`src/rtl/lab2_proc_fetch_unit_if.sv`:
```
// Bundles the fetch unit's memory request/response, redirect, instruction and status signals.
// The master modport is the fetch unit; the slave modport is its environment.
interface lab2_proc_fetch_unit_if #(
  parameter int unsigned p_addr_nbits  = 32,
  parameter int unsigned p_data_nbits  = 32,
  parameter int unsigned p_num_entries = 4
);
  localparam int unsigned CW = $clog2(p_num_entries) + 1;

  logic                    imem_req_val;
  logic                    imem_req_rdy;
  logic [p_addr_nbits-1:0] imem_req_addr;
  logic                    imem_resp_val;
  logic                    imem_resp_rdy;
  logic [p_data_nbits-1:0] imem_resp_data;
  logic                    redirect_val;
  logic [p_addr_nbits-1:0] redirect_pc;
  logic                    inst_val;
  logic                    inst_rdy;
  logic [p_data_nbits-1:0] inst_data;
  logic [p_addr_nbits-1:0] inst_pc;
  logic [CW-1:0]           inflight_count;
  logic [CW-1:0]           queue_count;

  modport master (
    output imem_req_val, imem_req_addr, imem_resp_rdy,
    output inst_val, inst_data, inst_pc, inflight_count, queue_count,
    input  imem_req_rdy, imem_resp_val, imem_resp_data,
    input  redirect_val, redirect_pc, inst_rdy
  );

  modport slave (
    input  imem_req_val, imem_req_addr, imem_resp_rdy,
    input  inst_val, inst_data, inst_pc, inflight_count, queue_count,
    output imem_req_rdy, imem_resp_val, imem_resp_data,
    output redirect_val, redirect_pc, inst_rdy
  );
endinterface

```
`src/rtl/lab2_proc_fetch_unit.sv`:
```
// Credit-limited instruction fetch unit: issues PC-sequential requests, pairs in-order
// responses with their PC tags, queues them for decode and squashes stale work on redirect.
module lab2_proc_fetch_unit #(
  parameter int unsigned                p_addr_nbits   = 32,
  parameter int unsigned                p_data_nbits   = 32,
  parameter logic [p_addr_nbits-1:0]    p_reset_vector = 32'h200,
  parameter int unsigned                p_num_entries  = 4
) (
  input  logic                          clk,
  input  logic                          reset,
  lab2_proc_fetch_unit_if.master        bus
);
  localparam int unsigned PW = $clog2(p_num_entries);
  localparam int unsigned CW = PW + 1;
  typedef logic [CW-1:0] cnt_t;
  localparam cnt_t NUM = cnt_t'(p_num_entries);

  logic [p_addr_nbits-1:0] pc_q, pc_d;
  cnt_t                    inflight_q, inflight_d;
  cnt_t                    drop_q, drop_d;
  cnt_t                    qcnt_q, qcnt_d;
  logic [PW-1:0]           tag_wr_q, tag_wr_d, tag_rd_q, tag_rd_d;
  logic [PW-1:0]           iq_wr_q, iq_wr_d, iq_rd_q, iq_rd_d;

  logic [p_addr_nbits-1:0] tag_mem_q [p_num_entries];
  logic [p_addr_nbits-1:0] iq_pc_q   [p_num_entries];
  logic [p_data_nbits-1:0] iq_data_q [p_num_entries];

  logic [CW:0] occupancy;
  logic        req_val, req_fire;
  logic        resp_fire, resp_live, resp_keep;
  logic        inst_val, inst_pop;

  // Every request holds a credit until its instruction leaves the queue, so accepted
  // responses always find room.
  assign occupancy = {1'b0, inflight_q} + {1'b0, qcnt_q};
  assign req_val   = reset & ~bus.redirect_val & (occupancy < {1'b0, NUM});
  assign req_fire  = req_val & bus.imem_req_rdy;
  assign resp_fire = bus.imem_resp_val & reset;
  assign resp_live = resp_fire & (inflight_q != '0);
  assign resp_keep = resp_live & (drop_q == '0) & ~bus.redirect_val;
  assign inst_val  = reset & (qcnt_q != '0) & ~bus.redirect_val;
  assign inst_pop  = inst_val & bus.inst_rdy;

  // Next-state for PC, counters and FIFO pointers.
  always_comb begin
    pc_d       = pc_q;
    drop_d     = drop_q;
    qcnt_d     = qcnt_q;
    tag_wr_d   = tag_wr_q;
    tag_rd_d   = tag_rd_q;
    iq_wr_d    = iq_wr_q;
    iq_rd_d    = iq_rd_q;
    inflight_d = inflight_q + cnt_t'(req_fire) - cnt_t'(resp_live);
    if (bus.redirect_val) begin
      // Everything still outstanding after this cycle is stale, dropped or not.
      pc_d     = bus.redirect_pc;
      drop_d   = inflight_q - cnt_t'(resp_live);
      qcnt_d   = '0;
      tag_wr_d = '0;
      tag_rd_d = '0;
      iq_wr_d  = '0;
      iq_rd_d  = '0;
    end else begin
      pc_d     = req_fire ? pc_q + p_addr_nbits'(4) : pc_q;
      drop_d   = (resp_live && (drop_q != '0)) ? drop_q - cnt_t'(1) : drop_q;
      tag_wr_d = tag_wr_q + PW'(req_fire);
      tag_rd_d = tag_rd_q + PW'(resp_keep);
      iq_wr_d  = iq_wr_q + PW'(resp_keep);
      iq_rd_d  = iq_rd_q + PW'(inst_pop);
      qcnt_d   = qcnt_q + cnt_t'(resp_keep) - cnt_t'(inst_pop);
    end
  end

  // Control state with synchronous active-low reset.
  always_ff @(posedge clk) begin
    if (!reset) begin
      pc_q       <= p_reset_vector;
      inflight_q <= '0;
      drop_q     <= '0;
      qcnt_q     <= '0;
      tag_wr_q   <= '0;
      tag_rd_q   <= '0;
      iq_wr_q    <= '0;
      iq_rd_q    <= '0;
    end else begin
      pc_q       <= pc_d;
      inflight_q <= inflight_d;
      drop_q     <= drop_d;
      qcnt_q     <= qcnt_d;
      tag_wr_q   <= tag_wr_d;
      tag_rd_q   <= tag_rd_d;
      iq_wr_q    <= iq_wr_d;
      iq_rd_q    <= iq_rd_d;
    end
  end

  // Storage arrays; contents are only meaningful between the reset-cleared pointers.
  always_ff @(posedge clk) begin
    if (req_fire) begin
      tag_mem_q[tag_wr_q] <= pc_q;
    end
    if (resp_keep) begin
      iq_pc_q[iq_wr_q]   <= tag_mem_q[tag_rd_q];
      iq_data_q[iq_wr_q] <= bus.imem_resp_data;
    end
  end

  assign bus.imem_req_val   = req_val;
  assign bus.imem_req_addr  = pc_q;
  assign bus.imem_resp_rdy  = reset;
  assign bus.inst_val       = inst_val;
  assign bus.inst_data      = iq_data_q[iq_rd_q];
  assign bus.inst_pc        = iq_pc_q[iq_rd_q];
  assign bus.inflight_count = inflight_q;
  assign bus.queue_count    = qcnt_q;
endmodule

```
`src/flat_wrapper.sv`:
```
// flat-port wrapper written by rule: the top's interface ports become plain ports
module lab2_proc_fetch_unit_flat 
#(
  parameter int unsigned                p_addr_nbits   = 32,
  parameter int unsigned                p_data_nbits   = 32,
  parameter logic [p_addr_nbits-1:0]    p_reset_vector = 32'h200,
  parameter int unsigned                p_num_entries  = 4
)
  (clk, reset, bus_imem_req_val, bus_imem_req_addr, bus_imem_resp_rdy, bus_inst_val, bus_inst_data, bus_inst_pc, bus_inflight_count, bus_queue_count, bus_imem_req_rdy, bus_imem_resp_val, bus_imem_resp_data, bus_redirect_val, bus_redirect_pc, bus_inst_rdy);
  lab2_proc_fetch_unit_if #(.p_addr_nbits(p_addr_nbits), .p_data_nbits(p_data_nbits), .p_num_entries(p_num_entries)) bus_i ();
  input  logic clk;
  input  logic reset;
  output wire logic [$bits(bus_i.imem_req_val)-1:0] bus_imem_req_val;
  output wire logic [$bits(bus_i.imem_req_addr)-1:0] bus_imem_req_addr;
  output wire logic [$bits(bus_i.imem_resp_rdy)-1:0] bus_imem_resp_rdy;
  output wire logic [$bits(bus_i.inst_val)-1:0] bus_inst_val;
  output wire logic [$bits(bus_i.inst_data)-1:0] bus_inst_data;
  output wire logic [$bits(bus_i.inst_pc)-1:0] bus_inst_pc;
  output wire logic [$bits(bus_i.inflight_count)-1:0] bus_inflight_count;
  output wire logic [$bits(bus_i.queue_count)-1:0] bus_queue_count;
  input wire logic [$bits(bus_i.imem_req_rdy)-1:0] bus_imem_req_rdy;
  input wire logic [$bits(bus_i.imem_resp_val)-1:0] bus_imem_resp_val;
  input wire logic [$bits(bus_i.imem_resp_data)-1:0] bus_imem_resp_data;
  input wire logic [$bits(bus_i.redirect_val)-1:0] bus_redirect_val;
  input wire logic [$bits(bus_i.redirect_pc)-1:0] bus_redirect_pc;
  input wire logic [$bits(bus_i.inst_rdy)-1:0] bus_inst_rdy;
  assign bus_imem_req_val = bus_i.imem_req_val;
  assign bus_imem_req_addr = bus_i.imem_req_addr;
  assign bus_imem_resp_rdy = bus_i.imem_resp_rdy;
  assign bus_inst_val = bus_i.inst_val;
  assign bus_inst_data = bus_i.inst_data;
  assign bus_inst_pc = bus_i.inst_pc;
  assign bus_inflight_count = bus_i.inflight_count;
  assign bus_queue_count = bus_i.queue_count;
  assign bus_i.imem_req_rdy = bus_imem_req_rdy;
  assign bus_i.imem_resp_val = bus_imem_resp_val;
  assign bus_i.imem_resp_data = bus_imem_resp_data;
  assign bus_i.redirect_val = bus_redirect_val;
  assign bus_i.redirect_pc = bus_redirect_pc;
  assign bus_i.inst_rdy = bus_inst_rdy;
  lab2_proc_fetch_unit #(.p_addr_nbits(p_addr_nbits), .p_data_nbits(p_data_nbits), .p_reset_vector(p_reset_vector), .p_num_entries(p_num_entries)) u_core (.clk(clk), .reset(reset), .bus(bus_i));
endmodule
```
`config.mk`:
```
export PLATFORM = sky130hd
export DESIGN_NAME = lab2_proc_fetch_unit_flat
export DESIGN_NICKNAME = d
export VERILOG_FILES = /design/src/rtl/lab2_proc_fetch_unit_if.sv /design/src/rtl/lab2_proc_fetch_unit.sv /design/src/flat_wrapper.sv
export SDC_FILE = /design/constraint.sdc
export NUM_CORES = 1
export LEC_CHECK = 0
export ABC_CLOCK_PERIOD_IN_PS = 7490
export CAP_MARGIN = 20
export CELL_PAD_IN_SITES_DETAIL_PLACEMENT = 1
export CELL_PAD_IN_SITES_GLOBAL_PLACEMENT = 1
export CORE_MARGIN = 8
export CORE_UTILIZATION = 35
export DETAILED_ROUTE_END_ITERATION = 8
export GPL_TIMING_DRIVEN = 0
export PLACE_DENSITY = 0.68
export SLEW_MARGIN = 10
export SYNTH_ARGS = -nofsm -noshare
export SYNTH_HDL_FRONTEND = slang
export SYNTH_SLANG_ARGS = --single-unit
export TNS_END_PERCENT = 50
```
`constraint.sdc`:
```
create_clock -name clk -period 7.49 [get_ports clk]
set_input_delay 1.498 -clock clk [delete_from_list [all_inputs] [get_ports clk]]
set_output_delay 1.498 -clock clk [all_outputs]
set_load 0.02 [all_outputs]
```
=== Word level (Yosys, flattened, before mapping) ===
Memories as Yosys holds them, arrays and structs flattened. A register that Yosys moved wholly into a read port is not among the register bits.
Cells that the tools add are included.

* Register bits: 49
* Bits in latches: 0
* RAM bits: 384
* ROM bits: 0
* Input bits: 70
* Memories: 3

{| class="wikitable"
|+ Memory list
! name !! words !! bits a word !! read ports !! clocked after memory_dff !! wr ports !! line !! source
|-
| u_core.iq_data_q || 4 || 32 || 1 || 1 || 1 || lab2_proc_fetch_unit.sv:27 || <nowiki>logic [p_data_nbits-1:0] iq_data_q [p_num_entries];</nowiki>
|-
| u_core.iq_pc_q || 4 || 32 || 1 || 1 || 1 || lab2_proc_fetch_unit.sv:26 || <nowiki>logic [p_addr_nbits-1:0] iq_pc_q [p_num_entries];</nowiki>
|-
| u_core.tag_mem_q || 4 || 32 || 1 || 1 || 1 || lab2_proc_fetch_unit.sv:25 || <nowiki>logic [p_addr_nbits-1:0] tag_mem_q [p_num_entries];</nowiki>
|}

* Add/sub/neg operators: 12
* $mul: 0
* Div/mod/pow operators: 0
* $lt $le $gt $ge: 1
* Equal/unequal tests: 0
* Shift operators: 0
* Multiplexer cells: 11
* Bitwise gates (word level): 12
* Reduce and logical (&&, ||, !) cells: 8

{| class="wikitable"
|+ Operators by type and width
! kind !! number
|-
| 32-bit two-way mux || 2
|-
| 32-bit by 3-bit adder with 32-bit output (second input constant) || 1
|-
| 1-bit AND || 10
|-
| 3-bit nonzero test || 3
|-
| 3-bit by 1-bit subtractor with 3-bit output || 3
|-
| 2-bit by 1-bit adder with 2-bit output || 4
|-
| 3-bit by 1-bit adder with 3-bit output || 2
|-
| 2-bit two-way mux || 3
|-
| 3-bit two-way mux || 2
|-
| 3-bit by 3-bit adder with 4-bit output || 1
|-
| 4-bit by 3-bit < comparator with 1-bit output (second input constant) || 1
|-
| 1-bit two-way mux || 4
|-
| 2-bit nonzero test || 2
|-
| 3-bit zero test || 1
|-
| 3-bit by 1-bit subtractor with 3-bit output (second input constant) || 1
|-
| 1-bit NOT || 2
|-
| 2-bit OR reduction || 1
|-
| 1-bit logical AND || 1
|}

=== Logic depth before layout (Yosys ltp) ===
Gate-level depths: netlist of the first run.

* Word-level depth: 6
* Depth in mapped cells: 12
* Mapped depth without buffers: 12

=== Worst setup path after synthesis of the first run ===
OpenSTA, ideal clock, no wires.

* Kind: input to register
* From: in reset
* To: mem u_core.iq_data_q[0][0], enable pin
* Setup time: 578 ps
* Arrival: 6846 ps
* Path slack: 66 ps
* Cell stages on the path: 5
* Buffers on the path: 1
* Cells stage by stage: buf_2 inv_1 nor2_1 and4b_1 nor3b_1

* Word-level cells in the longest chain between the ends: 6

{| class="wikitable"
|+ Ends and longest elaborated chain
! what !! line !! source
|-
| start: declaration || flat_wrapper.sv:12 || <nowiki>input logic reset;</nowiki>
|-
| 1-bit AND || lab2_proc_fetch_unit.sv:39 || <nowiki>assign resp_fire = bus.imem_resp_val & reset;</nowiki>
|-
| 1-bit AND || lab2_proc_fetch_unit.sv:40 || <nowiki>assign resp_live = resp_fire & (inflight_q != '0);</nowiki>
|-
| 1-bit AND (2 in a row) || lab2_proc_fetch_unit.sv:41 || <nowiki>assign resp_keep = resp_live & (drop_q == '0) & ~bus.redirect_val;</nowiki>
|-
| 1-bit two-way mux || lab2_proc_fetch_unit.sv:103 || <nowiki>if (resp_keep) begin</nowiki>
|-
| 1-bit two-way mux (not written as such) || lab2_proc_fetch_unit.sv:105 || <nowiki>iq_data_q[iq_wr_q] <= bus.imem_resp_data;</nowiki>
|-
| end: declaration || lab2_proc_fetch_unit.sv:27 ||
|}

Every way passes these cells.

=== Final worst setup path of the first run ===
* From: in bus_redirect_val
* To: out bus_imem_req_val

* Word-level cells in the longest chain between the ends: 3

{| class="wikitable"
|+ Ends and longest elaborated chain
! what !! line !! source
|-
| start: declaration || flat_wrapper.sv:24 || <nowiki>input wire logic [$bits(bus_i.redirect_val)-1:0] bus_redirect_val;</nowiki>
|-
| 1-bit NOT || lab2_proc_fetch_unit.sv:37 || <nowiki>assign req_val = reset & ~bus.redirect_val & (occupancy < {1'b0, NUM});</nowiki>
|-
| 1-bit AND (2 in a row) || lab2_proc_fetch_unit.sv:37 ||
|-
| end: declaration || flat_wrapper.sv:13 || <nowiki>output wire logic [$bits(bus_i.imem_req_val)-1:0] bus_imem_req_val;</nowiki>
|}

Every way passes these cells.

==> metrics.txt, run 1 <==
# TYPE chip_impl_metric gauge
chip_impl_metric{name="syn_nets",unit=""} 931
chip_impl_metric{name="die-area",unit="mm^2"} 0.0547
chip_impl_metric{name="avgRoutedWirePerCell",unit="um"} 23.9
chip_impl_metric{name="global_route_wire_length_before_repair",unit="um"} 62200
chip_impl_metric{name="maximum_number_of_pins_on_one_net_before_global_route_repair",unit=""} 37
chip_impl_metric{name="cts_inserted_buffers",unit=""} 47
chip_impl_metric{name="leakage",unit="nW"} 6.80
chip_impl_metric{name="yosys.cell_types.count",unit=""} 53
chip_impl_metric{name="irDropWorstVdd",unit="V"} 0.000146
chip_impl_metric{name="synth_seq_cells",unit=""} 433
chip_impl_metric{name="post-cts-setup-buffer-count",unit=""} 0
chip_impl_metric{name="syn2layout_area_growth",unit="%"} 27.0
chip_impl_metric{name="max_cap_viols",unit=""} 0
chip_impl_metric{name="dpl_worst_slack",unit="ns"} 2.55
chip_impl_metric{name="hold_buffers",unit=""} 0
chip_impl_metric{name="routedLengthMet1",unit="um"} 17700
chip_impl_metric{name="grt-ovfl-total",unit=""} 0
chip_impl_info{name="combinational_family_with_the_most_area_after_synthesis",value="multiplexers"} 1
chip_impl_metric{name="post_synth_xor_area_fraction",unit="%"} 0.633
chip_impl_metric{name="met3_length",unit="um"} 2400
chip_impl_metric{name="ctsResizeCount",unit=""} 0
chip_impl_info{name="grt_setup_unrepaired",value="no"} 1
chip_impl_metric{name="grt_pass1_vias",unit=""} 9832
chip_impl_metric{name="yosys_warnings",unit=""} 0
chip_impl_metric{name="drt_first_pass_iters",unit=""} 5
chip_impl_metric{name="critical_path_data_required_time",unit="ns"} 5.99
chip_impl_metric{name="power.density",unit="mW/mm^2"} 257
chip_impl_info{name="cts-root-buf",value="sky130_fd_sc_hd__clkbuf_16"} 1
chip_impl_metric{name="asyncSetResetFlopFracSynth",unit="%"} 0
chip_impl_metric{name="htree_levels",unit=""} 2
chip_impl_metric{name="place_congestion",unit=""} 0.799
chip_impl_metric{name="port_buffers",unit=""} 173
chip_impl_info{name="timing.critical_path.from_type",value="input port"} 1
chip_impl_metric{name="numClockSinks",unit=""} 433
chip_impl_metric{name="syn-instance-count",unit=""} 844
chip_impl_metric{name="floorplan.io_pins",unit=""} 175
chip_impl_info{name="capturing_element_type_of_the_critical_path",value="output pin"} 1
chip_impl_metric{name="finalCritPeriodShare",unit="%"} 66.5
chip_impl_metric{name="critPathArrivalTime",unit="ns"} 3.48
chip_impl_metric{name="drt_iter0_markers",unit=""} 556
chip_impl_metric{name="syn_area",unit="mm^2"} 0.0166
chip_impl_metric{name="placementRows",unit=""} 80
chip_impl_metric{name="synth_compound_gate_area_share",unit="%"} 3.21
chip_impl_info{name="yosys-top-cells-area",value="sky130_fd_sc_hd__edfxtp_1 69%, sky130_fd_sc_hd__mux4_2 13%, sky130_fd_sc_hd__dfxtp_1 5.9%"} 1
chip_impl_metric{name="portion_of_netlist_area_occupied_by_mux_cells",unit="%"} 13.5
chip_impl_info{name="critical_path_class",value="input port to output pin"} 1
chip_impl_metric{name="final_max_slew_viol_count",unit=""} 0
chip_impl_metric{name="skew",unit="ns"} 0.0241
chip_impl_metric{name="synth_seq_area_share",unit="%"} 75.3
chip_impl_metric{name="clockBufferDepth",unit=""} 3
chip_impl_metric{name="drt_wl_total",unit="um"} 41700
chip_impl_metric{name="fillers",unit=""} 4552
chip_impl_metric{name="post_route_cells_drive_above_1_share",unit="%"} 19.3
chip_impl_metric{name="clock_slew_at_the_register_clock_pins_of_the_worst_setup_and_hold_paths",unit="ns"} 0.06
chip_impl_metric{name="core_utilization_of_the_finished_layout",unit="%"} 44.6
chip_impl_metric{name="transition_time_at_the_pin_with_the_least_slew_margin",unit="ns"} 0.964
chip_impl_metric{name="antenna_cells",unit=""} 0
chip_impl_metric{name="slew_headroom",unit="%"} 35.5
chip_impl_metric{name="synth.avg_cell_area",unit="um^2"} 19.7
chip_impl_metric{name="die-height",unit="um"} 234
chip_impl_info{name="run_status",value="finished, final reports clean"} 1
chip_impl_info{name="synth_flop_type",value="sky130_fd_sc_hd__edfxtp_1"} 1
chip_impl_metric{name="floorplan.initialDensity",unit="%"} 35.2
chip_impl_info{name="highest_layer",value="met5"} 1
chip_impl_metric{name="setup.reg_to_reg.worst_slack",unit="ns"} 3.81
chip_impl_metric{name="timing.critical_path.fanout_max",unit=""} 9
chip_impl_metric{name="synthAdderAreaFrac",unit="%"} 1.37
chip_impl_metric{name="finish.net_count",unit=""} 1180
chip_impl_info{name="holdCritPathClass",value="flip-flop to flip-flop"} 1
chip_impl_metric{name="viasPerCell",unit=""} 5.15
chip_impl_metric{name="setup-violations-final",unit=""} 0
chip_impl_metric{name="clock_latency_of_the_later_clocked_register_in_the_worst_skew_pair",unit="ns"} 0.58
chip_impl_metric{name="dr_wl_met2",unit="um"} 20200
chip_impl_metric{name="design.core.area",unit="mm^2"} 0.0472
chip_impl_metric{name="fmaxAchievable",unit="MHz"} 201
chip_impl_metric{name="die_w",unit="um"} 234
chip_impl_metric{name="drt.antenna.violating_nets",unit=""} 0
chip_impl_metric{name="route.detailed.drc",unit=""} 0
chip_impl_metric{name="synth-simple-area-share",unit="%"} 4.51
chip_impl_metric{name="hold_violations",unit=""} 0
chip_impl_metric{name="yosys.area.top_type_share",unit="%"} 69.4
chip_impl_metric{name="synth_enable_flop_cells",unit=""} 384
chip_impl_metric{name="post-route-min-period",unit="ns"} 4.98
chip_impl_metric{name="num_vias",unit=""} 8982
chip_impl_metric{name="finalWorstSetupSlack",unit="ns"} 2.51
chip_impl_metric{name="detailed_place_hpwl",unit="um"} 28600
chip_impl_info{name="tritoncts",value="yes"} 1
chip_impl_metric{name="gr-usage-all-layers",unit="%"} 15.3
chip_impl_metric{name="antenna_found_initial",unit=""} 1
chip_impl_info{name="synth_area_leader_cell",value="sky130_fd_sc_hd__edfxtp_1"} 1
## cells in the mapped netlist, types with 10 or more instances
master / instances
sky130_fd_sc_hd__a21oi_1: 25
sky130_fd_sc_hd__and3_1: 17
sky130_fd_sc_hd__buf_1: 12
sky130_fd_sc_hd__clkbuf_1: 22
sky130_fd_sc_hd__dfxtp_1: 49
sky130_fd_sc_hd__edfxtp_1: 384
sky130_fd_sc_hd__ha_1: 15
sky130_fd_sc_hd__inv_1: 17
sky130_fd_sc_hd__mux4_2: 96
sky130_fd_sc_hd__nand2_1: 31
sky130_fd_sc_hd__nand3_1: 15
sky130_fd_sc_hd__nand4_1: 11
sky130_fd_sc_hd__nor2_1: 34
sky130_fd_sc_hd__o21ai_0: 11
sky130_fd_sc_hd__xnor2_1: 10
## metal layers
metal / vias to the layer above / GRT usage, %
li1: 3975 / -
met1: 4643 / 19.2
met2: 280 / 25.7
met3: 82 / 3.50
met4: 2 / 5.88
met5: - / 0
## state kept, by name (all words and copies together), names as in the netlist
name / cells
u_core.tag_mem_q: 128
u_core.iq_wr_q: 2
u_core.iq_data_q: 128
u_core.bus.inflight_count: 3
u_core.bus.queue_count: 3
u_core.bus.imem_req_addr: 32
u_core.tag_wr_q: 2
u_core.drop_q: 3
u_core.iq_pc_q: 128
u_core.tag_rd_q: 2
u_core.iq_rd_q: 2
## stage by stage
step | hold slack [ns] | instance area [um^2] | std cells | power [W] | TNS (ns)
finish | 0.539 | 21100 | 1744 | 0.00541 | 0
global route | 0.561 | 21100 | 1744 | 0.00558 | 0
CTS | 0.536 | 21100 | 1741 | 0.00549 | 0
detailed placement | 0.527 | 19500 | 1656 | 0.00316 | 0
global placement | 0.531 | 19100 | 1632 | 0.00314 | -451.38
floorplan | 0.524 | 16600 | 844 | 0.00296 | 0
## layout by cell type, fill, tap and decap left out, types with 4 or more instances in the layout
master / instances
sky130_fd_sc_hd__clkinv_1: 7
sky130_fd_sc_hd__buf_2: 5
sky130_fd_sc_hd__bufinv_16: 5
sky130_fd_sc_hd__mux4_2: 96
sky130_fd_sc_hd__ha_1: 15
sky130_fd_sc_hd__o21a_1: 4
sky130_fd_sc_hd__nand3_1: 15
sky130_fd_sc_hd__edfxtp_1: 384
sky130_fd_sc_hd__a32oi_1: 6
sky130_fd_sc_hd__xnor2_1: 10
sky130_fd_sc_hd__or3_1: 4
sky130_fd_sc_hd__mux2i_1: 5
sky130_fd_sc_hd__clkbuf_16: 48
sky130_fd_sc_hd__o21ai_0: 11
sky130_fd_sc_hd__a21oi_1: 25
sky130_fd_sc_hd__nor3_1: 8
sky130_fd_sc_hd__buf_12: 4
sky130_fd_sc_hd__o211a_1: 4
sky130_fd_sc_hd__inv_1: 17
sky130_fd_sc_hd__dfxtp_1: 49
sky130_fd_sc_hd__buf_1: 12
sky130_fd_sc_hd__buf_6: 11
sky130_fd_sc_hd__buf_16: 4
sky130_fd_sc_hd__nor2_1: 32
sky130_fd_sc_hd__buf_4: 9
sky130_fd_sc_hd__clkinv_2: 7
sky130_fd_sc_hd__clkinvlp_4: 4
sky130_fd_sc_hd__clkdlybuf4s50_1: 173
sky130_fd_sc_hd__nand4_1: 11
sky130_fd_sc_hd__nand2_1: 31
sky130_fd_sc_hd__clkbuf_1: 28
sky130_fd_sc_hd__and3_1: 15
sky130_fd_sc_hd__a31oi_1: 8
## worst max-delay path, cell delays in order
cell and delay, ns:
sky130_fd_sc_hd__clkdlybuf4s50_1 0.55, sky130_fd_sc_hd__inv_1 0.16, sky130_fd_sc_hd__nand2_1 0.32, sky130_fd_sc_hd__nor3b_1 0.30, sky130_fd_sc_hd__clkdlybuf4s50_1 0.65
## path summary, 6_finish.rpt
kind,start,endpoint,cells past startpoint
worst min register to register,u_core.bus.imem_req_addr[1],u_core.tag_mem_q[0][1],0
worst max register to register,u_core.bus.inflight_count[1],u_core.tag_mem_q[1][10],8
worst min-delay path,u_core.bus.imem_req_addr[1],u_core.tag_mem_q[0][1],0
worst max-delay path,bus_redirect_val,bus_imem_req_val,5
## logic make-up after synthesis
kind of cell,after synthesis
flip-flops,433
AND/OR/NAND/NOR,142
multiplexers,104
AO/OA/AOI/OAI,78
buffers and inverters,58
adder cells (fa/ha/maj),17
XOR/XNOR,12
## where the power goes
part | switching, W | internal (W)
registers | 0.0000529 | 0.00269
logic | 0.000190 | 0.000171
clock network | 0.000932 | 0.00138
total | 0.00117 | 0.00424
## area by class of cell
| cell class | count | area (um^2) | share of cell area (%) |
|---|---|---|---|
| inverter | 17 | 63.8 | 0.303 |
| multi-input combinational | 353 | 3910 | 18.5 |
| sequential | 433 | 12500 | 59.3 |
| clock inverter | 28 | 293 | 1.39 |
| tap | 615 | 769 | 3.65 |
| clock buffer | 57 | 1260 | 6.00 |
| timing repair buffer | 200 | 2110 | 10.0 |
| buffer | 41 | 171 | 0.813 |
No activity file was read; power rests on OpenSTA's default activity.
==> run 2, diff against run 1 <==
Settings changed: ABC_CLOCK_PERIOD_IN_PS 7490 to 4920, PLACE_DENSITY 0.68 to 0.66.
Clock period 7.49 ns to 4.92 ns, I/O delays scaled along.
==> run 2 against run 1 <==
Total power is 50% higher. Count of clock-buffer cells in the layout is 1 lower. Sequential cell count stayed put. Global-route usage is 0.11 points higher. Critical endpoint is now bus_inst_pc[12].
==> metrics.txt, run 2 (synthesized netlist as in run 1, its figures left out) <==
# TYPE chip_impl_metric gauge
chip_impl_metric{name="clock_latency_of_the_later_clocked_register_in_the_worst_skew_pair",unit="ns"} 0.57
chip_impl_metric{name="die_w",unit="um"} 234
chip_impl_metric{name="avgRoutedWirePerCell",unit="um"} 24.0
chip_impl_metric{name="leakage",unit="nW"} 6.75
chip_impl_metric{name="syn2layout_area_growth",unit="%"} 26.5
chip_impl_metric{name="grt_pass1_vias",unit=""} 9743
chip_impl_metric{name="drt.antenna.violating_nets",unit=""} 0
chip_impl_metric{name="floorplan.initialDensity",unit="%"} 35.2
chip_impl_metric{name="numClockSinks",unit=""} 433
chip_impl_info{name="grt_setup_unrepaired",value="no"} 1
chip_impl_metric{name="ctsResizeCount",unit=""} 0
chip_impl_metric{name="drt_first_pass_iters",unit=""} 5
chip_impl_metric{name="irDropWorstVdd",unit="V"} 0.000224
chip_impl_metric{name="post_route_cells_drive_above_1_share",unit="%"} 18.2
chip_impl_metric{name="finalCritPeriodShare",unit="%"} 86.6
chip_impl_metric{name="post-cts-setup-buffer-count",unit=""} 0
chip_impl_metric{name="power.density",unit="mW/mm^2"} 387
chip_impl_metric{name="hold_slack",unit="ns"} 0.544
chip_impl_info{name="capturing_element_type_of_the_critical_path",value="output pin"} 1
chip_impl_metric{name="place_congestion",unit=""} 0.799
chip_impl_metric{name="core_utilization_of_the_finished_layout",unit="%"} 44.5
chip_impl_metric{name="antenna_cells",unit=""} 0
chip_impl_metric{name="antenna_found_initial",unit=""} 0
chip_impl_metric{name="dpl_worst_slack",unit="ns"} 0.546
chip_impl_metric{name="timing.critical_path.fanout_max",unit=""} 10
chip_impl_metric{name="hold_violations",unit=""} 0
chip_impl_metric{name="htree_levels",unit=""} 2
chip_impl_metric{name="post-route-min-period",unit="ns"} 4.26
chip_impl_info{name="critical_path_class",value="flip-flop to output pin"} 1
chip_impl_metric{name="detailed_place_hpwl",unit="um"} 28300
chip_impl_metric{name="floorplan.io_pins",unit=""} 175
chip_impl_metric{name="global_route_wire_length_before_repair",unit="um"} 62700
chip_impl_metric{name="cp_slowest_stage_delay",unit="ns"} 0.71
chip_impl_metric{name="clockBufferDepth",unit=""} 3
chip_impl_metric{name="fmaxAchievable",unit="MHz"} 235
chip_impl_metric{name="viasPerCell",unit=""} 5.16
chip_impl_info{name="commonest_non_fill_non_tap_cell_in_the_layout",value="sky130_fd_sc_hd__edfxtp_1"} 1
chip_impl_metric{name="clock_slew_at_the_register_clock_pins_of_the_worst_setup_and_hold_paths",unit="ns"} 0.06
chip_impl_metric{name="globalRouteMet2Util",unit="%"} 26.6
chip_impl_metric{name="critical_path_data_required_time",unit="ns"} 3.94
chip_impl_metric{name="die-height",unit="um"} 234
chip_impl_metric{name="skew",unit="ns"} 0.0181
chip_impl_metric{name="slew_headroom",unit="%"} 36.3
chip_impl_metric{name="critPathArrivalTime",unit="ns"} 3.27
chip_impl_metric{name="design.core.area",unit="mm^2"} 0.0472
chip_impl_metric{name="maximum_number_of_pins_on_one_net_before_global_route_repair",unit=""} 46
chip_impl_metric{name="route.detailed.drc",unit=""} 0
chip_impl_info{name="reg.largest.list",value="u_core.iq_data_q: 128 flops, u_core.iq_pc_q: 128 flops, u_core.tag_mem_q: 128 flops"} 1
chip_impl_info{name="path_cells",value="clkbuf_1, buf_1, mux4_2, clkdlybuf4s50_1"} 1
chip_impl_info{name="critPathTopFamily",value="buffers and inverters"} 1
chip_impl_info{name="top_usage_layer",value="met2"} 1
chip_impl_metric{name="post_route_setup_tns",unit="ns"} 0
chip_impl_metric{name="drt_wl_total",unit="um"} 41700
chip_impl_metric{name="final_max_slew_viol_count",unit=""} 0
chip_impl_info{name="run_status",value="finished, final reports clean"} 1
chip_impl_info{name="layout_common_cells",value="384 x sky130_fd_sc_hd__edfxtp_1, 173 x sky130_fd_sc_hd__clkdlybuf4s50_1, 96 x sky130_fd_sc_hd__mux4_2"} 1
chip_impl_metric{name="grt-ovfl-total",unit=""} 0
chip_impl_metric{name="die-area",unit="mm^2"} 0.0547
chip_impl_info{name="holdCritPathClass",value="flip-flop to flip-flop"} 1
chip_impl_metric{name="finalWorstSetupSlack",unit="ns"} 0.661
chip_impl_metric{name="drt_iter0_markers",unit=""} 607
chip_impl_metric{name="placementRows",unit=""} 80
chip_impl_metric{name="hold_buffers",unit=""} 0
chip_impl_metric{name="global_route.usage.met3",unit="%"} 3.59
chip_impl_metric{name="met1_track_demand_over_resource",unit="%"} 19.4
chip_impl_info{name="cts-root-buf",value="sky130_fd_sc_hd__clkbuf_16"} 1
chip_impl_metric{name="gr-usage-all-layers",unit="%"} 15.4
chip_impl_metric{name="cts_inserted_buffers",unit=""} 47
chip_impl_metric{name="max_cap_viols",unit=""} 0
chip_impl_metric{name="port_buffers",unit=""} 173
chip_impl_metric{name="worst-path-buf-inv",unit=""} 3
chip_impl_metric{name="setup-violations-final",unit=""} 0
chip_impl_metric{name="transition_time_at_the_pin_with_the_least_slew_margin",unit="ns"} 0.955
chip_impl_metric{name="finish.net_count",unit=""} 1174
chip_impl_metric{name="num_vias",unit=""} 8965
chip_impl_info{name="cp_slowest_cell",value="sky130_fd_sc_hd__clkbuf_1"} 1
chip_impl_metric{name="total_power",unit="W"} 0.00812
chip_impl_info{name="timing.critical_path.from_type",value="flip-flop"} 1
chip_impl_info{name="tritoncts",value="yes"} 1
==> run 2: cell types whose count changed in the layout (fill, tap and decap cells not counted), moves of 2 or more <==
cell | previous run | this run
sky130_fd_sc_hd__buf_12 | 4 | 2
sky130_fd_sc_hd__clkinvlp_4 | 4 | 0
sky130_fd_sc_hd__buf_4 | 9 | 4
sky130_fd_sc_hd__clkinv_4 | 2 | 0
sky130_fd_sc_hd__clkbuf_8 | 3 | 0
sky130_fd_sc_hd__buf_8 | 1 | 6
sky130_fd_sc_hd__clkinv_1 | 7 | 13
sky130_fd_sc_hd__buf_6 | 11 | 5
sky130_fd_sc_hd__clkinv_2 | 7 | 11
sky130_fd_sc_hd__buf_16 | 4 | 6
sky130_fd_sc_hd__inv_6 | 2 | 0
==> run 2: layout make-up <==
| class | count | area, um^2 |
|---|---|---|
| fill | 4513 | 26200 |
| sequential | 433 | 12500 |
| multi-input combinational | 353 | 3910 |
| timing repair buffer | 194 | 2090 |
| clock buffer | 56 | 1250 |
| tap | 615 | 769 |
| clock inverter | 28 | 224 |
| buffer | 41 | 171 |
| inverter | 17 | 63.8 |
==> run 2: stage by stage <==
stage	std cells	area, um^2
after floorplan	844	16600
after global placement	1632	19100
after detailed placement	1651	19500
after CTS	1735	21000
after global routing	1737	21000
final	1737	21000
==> run 2: worst paths after layout <==
path / start / end / slack (ns) / depth (start not counted)
worst max-delay path: u_core.iq_rd_q[1] / bus_inst_pc[12] / 0.66 / 4
worst max register to register: u_core.bus.inflight_count[1] / u_core.tag_mem_q[1][8] / 1.18 / 8
worst min register to register: u_core.bus.imem_req_addr[1] / u_core.tag_mem_q[2][1] / 0.54 / 0
worst min-delay path: u_core.bus.imem_req_addr[1] / u_core.tag_mem_q[2][1] / 0.54 / 0
==> run 2: layer usage <==
| layer | routed length [um] | up-vias |
|---|---|---|
| met5 | 0 | - |
| met4 | 879 | 0 |
| met2 | 20800 | 236 |
| met3 | 2220 | 65 |
| met1 | 17800 | 4708 |
| li1 | - | 3956 |
==> run 2: power by group <==
| part | total (W) | leakage [nW] | switching [W] | internal, W |
|---|---|---|---|---|
| Sequential | 0.00417 | 3.88 | 0.0000809 | 0.00409 |
| Combinational | 0.000556 | 2.14 | 0.000291 | 0.000265 |
| Clock | 0.00339 | 0.732 | 0.00138 | 0.00201 |
==> run 3, diff against run 2 <==
Settings changed: RECOVER_POWER from default to 25.
==> run 3 against run 2 <==
Register-to-register slack about the same. Count of clock-buffer cells in the layout unchanged. Critical path depth unchanged. Non-clock buffer count unchanged. Via count decreased by 0.11%. Maximum frequency about the same. Setup slack about the same. First-iteration DRC count decreased by 4.9%. Global-route usage unchanged. Combinational power decreased by 0.9%. Final area unchanged. Sequential share of layout area unchanged.
==> metrics.txt, run 3 (synthesized netlist as in run 1, its figures left out) <==
# TYPE chip_impl_metric gauge
chip_impl_info{name="run_status",value="finished, final reports clean"} 1
chip_impl_info{name="capturing_element_type_of_the_critical_path",value="output pin"} 1
chip_impl_metric{name="detailed_place_hpwl",unit="um"} 28300
chip_impl_metric{name="die_w",unit="um"} 234
chip_impl_metric{name="design.core.area",unit="mm^2"} 0.0472
chip_impl_metric{name="global_route_wire_length_before_repair",unit="um"} 62700
chip_impl_metric{name="place_congestion",unit=""} 0.799
chip_impl_metric{name="viasPerCell",unit=""} 5.16
chip_impl_metric{name="power.density",unit="mW/mm^2"} 386
chip_impl_info{name="critPathTopFamily",value="buffers and inverters"} 1
chip_impl_info{name="critical_path_class",value="flip-flop to output pin"} 1
chip_impl_metric{name="irDropWorstVdd",unit="V"} 0.000224
chip_impl_metric{name="post_route_setup_tns",unit="ns"} 0
chip_impl_metric{name="post-cts-setup-buffer-count",unit=""} 0
chip_impl_metric{name="syn2layout_area_growth",unit="%"} 26.5
chip_impl_metric{name="finish.net_count",unit=""} 1174
chip_impl_metric{name="post_route_cells_drive_above_1_share",unit="%"} 18.2
chip_impl_metric{name="clkPwrFrac",unit="%"} 41.8
chip_impl_metric{name="die-area",unit="mm^2"} 0.0547
chip_impl_metric{name="max_cap_viols",unit=""} 0
chip_impl_info{name="commonest_non_fill_non_tap_cell_in_the_layout",value="sky130_fd_sc_hd__edfxtp_1"} 1
chip_impl_metric{name="numClockSinks",unit=""} 433
chip_impl_metric{name="htree_levels",unit=""} 2
chip_impl_metric{name="fillers",unit=""} 4513
chip_impl_metric{name="clock_latency_of_the_later_clocked_register_in_the_worst_skew_pair",unit="ns"} 0.57
chip_impl_metric{name="setup-violations-final",unit=""} 0
chip_impl_metric{name="timing.critical_path.fanout_max",unit=""} 10
chip_impl_metric{name="cts_inserted_buffers",unit=""} 47
chip_impl_metric{name="switching_share",unit="%"} 21.6
chip_impl_info{name="cp_slowest_cell",value="sky130_fd_sc_hd__clkbuf_1"} 1
chip_impl_metric{name="grt-ovfl-total",unit=""} 0
chip_impl_metric{name="post_route_cell_area",unit="mm^2"} 0.0210
chip_impl_info{name="reg.largest.list",value="u_core.iq_data_q: 128 flops, u_core.iq_pc_q: 128 flops, u_core.tag_mem_q: 128 flops"} 1
chip_impl_metric{name="port_buffers",unit=""} 173
chip_impl_metric{name="hold_violations",unit=""} 0
chip_impl_metric{name="drt_first_pass_iters",unit=""} 5
chip_impl_metric{name="sequentialPowerShare",unit="%"} 51.4
chip_impl_metric{name="clockBufferDepth",unit=""} 3
chip_impl_info{name="holdCritPathClass",value="flip-flop to flip-flop"} 1
chip_impl_metric{name="slew_headroom",unit="%"} 36.3
chip_impl_info{name="cts-root-buf",value="sky130_fd_sc_hd__clkbuf_16"} 1
chip_impl_metric{name="cp_slowest_stage_delay",unit="ns"} 0.71
chip_impl_metric{name="critical_path_data_required_time",unit="ns"} 3.94
chip_impl_metric{name="total_power",unit="W"} 0.00811
chip_impl_metric{name="final_max_slew_viol_count",unit=""} 0
chip_impl_metric{name="skew",unit="ns"} 0.0182
chip_impl_metric{name="critPathArrivalTime",unit="ns"} 3.27
chip_impl_info{name="timing.critical_path.from_type",value="flip-flop"} 1
chip_impl_metric{name="drt.antenna.violating_nets",unit=""} 0
chip_impl_metric{name="placementRows",unit=""} 80
chip_impl_metric{name="internal_power",unit="W"} 0.00636
chip_impl_metric{name="avgRoutedWirePerCell",unit="um"} 24.0
chip_impl_metric{name="gr-usage-all-layers",unit="%"} 15.4
chip_impl_metric{name="clock_slew_at_the_register_clock_pins_of_the_worst_setup_and_hold_paths",unit="ns"} 0.06
chip_impl_metric{name="maximum_number_of_pins_on_one_net_before_global_route_repair",unit=""} 46
chip_impl_metric{name="share_comb_of_total_power",unit="%"} 6.8
chip_impl_metric{name="transition_time_at_the_pin_with_the_least_slew_margin",unit="ns"} 0.955
chip_impl_info{name="tritoncts",value="yes"} 1
chip_impl_metric{name="floorplan.io_pins",unit=""} 175
chip_impl_metric{name="power.net_switching",unit="W"} 0.00175
chip_impl_metric{name="floorplan.initialDensity",unit="%"} 35.2
chip_impl_metric{name="worst-path-buf-inv",unit=""} 3
chip_impl_metric{name="route.detailed.drc",unit=""} 0
chip_impl_metric{name="fmaxAchievable",unit="MHz"} 235
chip_impl_metric{name="die-height",unit="um"} 234
chip_impl_metric{name="place_area",unit="mm^2"} 0.0195
chip_impl_metric{name="antenna_cells",unit=""} 0
chip_impl_info{name="layout_common_cells",value="384 x sky130_fd_sc_hd__edfxtp_1, 147 x sky130_fd_sc_hd__clkdlybuf4s50_1, 96 x sky130_fd_sc_hd__mux4_2"} 1
chip_impl_metric{name="grt_pass1_vias",unit=""} 9743
chip_impl_info{name="path_cells",value="clkbuf_1, buf_1, mux4_2, clkdlybuf4s50_1"} 1
chip_impl_metric{name="hold_buffers",unit=""} 0
chip_impl_metric{name="post-route-min-period",unit="ns"} 4.26
chip_impl_metric{name="antenna_found_initial",unit=""} 0
chip_impl_info{name="grt_setup_unrepaired",value="no"} 1
chip_impl_metric{name="num_vias",unit=""} 8955
chip_impl_metric{name="drt_wl_total",unit="um"} 41600
chip_impl_metric{name="leakage",unit="nW"} 6.76
chip_impl_metric{name="finalCritPeriodShare",unit="%"} 86.6
chip_impl_metric{name="ctsResizeCount",unit=""} 0
chip_impl_metric{name="drt_iter0_markers",unit=""} 577
-- run 3: final cells by class --
type                       count  area [um^2]  area share (%)
clock buffer                  56         1250            5.96
multi-input combinational    353         3910            18.6
timing repair buffer         194         2090            9.97
buffer                        41          171           0.816
sequential                   433        12500            59.6
clock inverter                28          224            1.07
inverter                      17         63.8           0.304
tap                          615          769            3.66
-- run 3: worst paths after layout --
kind,startpoint,end,slack (ns),depth (start not counted)
hold / removal,u_core.bus.imem_req_addr[1],u_core.tag_mem_q[2][1],0.54,0
setup reg to reg,u_core.bus.inflight_count[1],u_core.tag_mem_q[1][8],1.18,8
hold reg to reg,u_core.bus.imem_req_addr[1],u_core.tag_mem_q[2][1],0.54,0
setup / recovery,u_core.iq_rd_q[1],bus_inst_pc[12],0.66,4
-- run 3: worst register-to-register path, delay by kind of cell (launching register included) --
family | cells | cell delay (ns)
AOI/OAI and AO/OA | 1 | 0.56
adders and majority gates | 1 | 0.33
buffers and inverters | 3 | 1.05
DFF | 1 | 0.55
and+or+nand+nor | 3 | 0.92
-- run 3: per-layer routing --
layer	track usage [%]	vias to the layer above	wire (um)
li1	-	3957	-
met1	19.4	4698	17700
met2	26.6	235	20800
met3	3.59	65	2230
met4	4.05	0	879
met5	0	-	0
-- run 3: power by group through the flow --
| stage | logic (W) | clock network (W) | registers [W] |
|---|---|---|---|
| detailed placement | 0.000563 | 0 | 0.00425 |
| floorplan | 0.000251 | 0 | 0.00425 |
| global route | 0.000597 | 0.00362 | 0.00418 |
| finish | 0.000551 | 0.00339 | 0.00417 |
| CTS | 0.000565 | 0.00348 | 0.00418 |
| global placement | 0.000531 | 0 | 0.00425 |
-- run 3: through the flow --
stage | hold slack (ns) | cells | worst slack, ns | util [%]
6_report | 0.544 | 1737 | 0.661 | 44.5
3_3_place_gp | 0.530 | 1632 | -3.35 | 40.5
3_5_place_dp | 0.536 | 1651 | 0.546 | 41.3
4_1_cts | 0.546 | 1735 | 0.420 | 44.4
2_1_floorplan | 0.524 | 844 | 0.0727 | -
5_1_grt | 0.573 | 1737 | 0.435 | 44.5
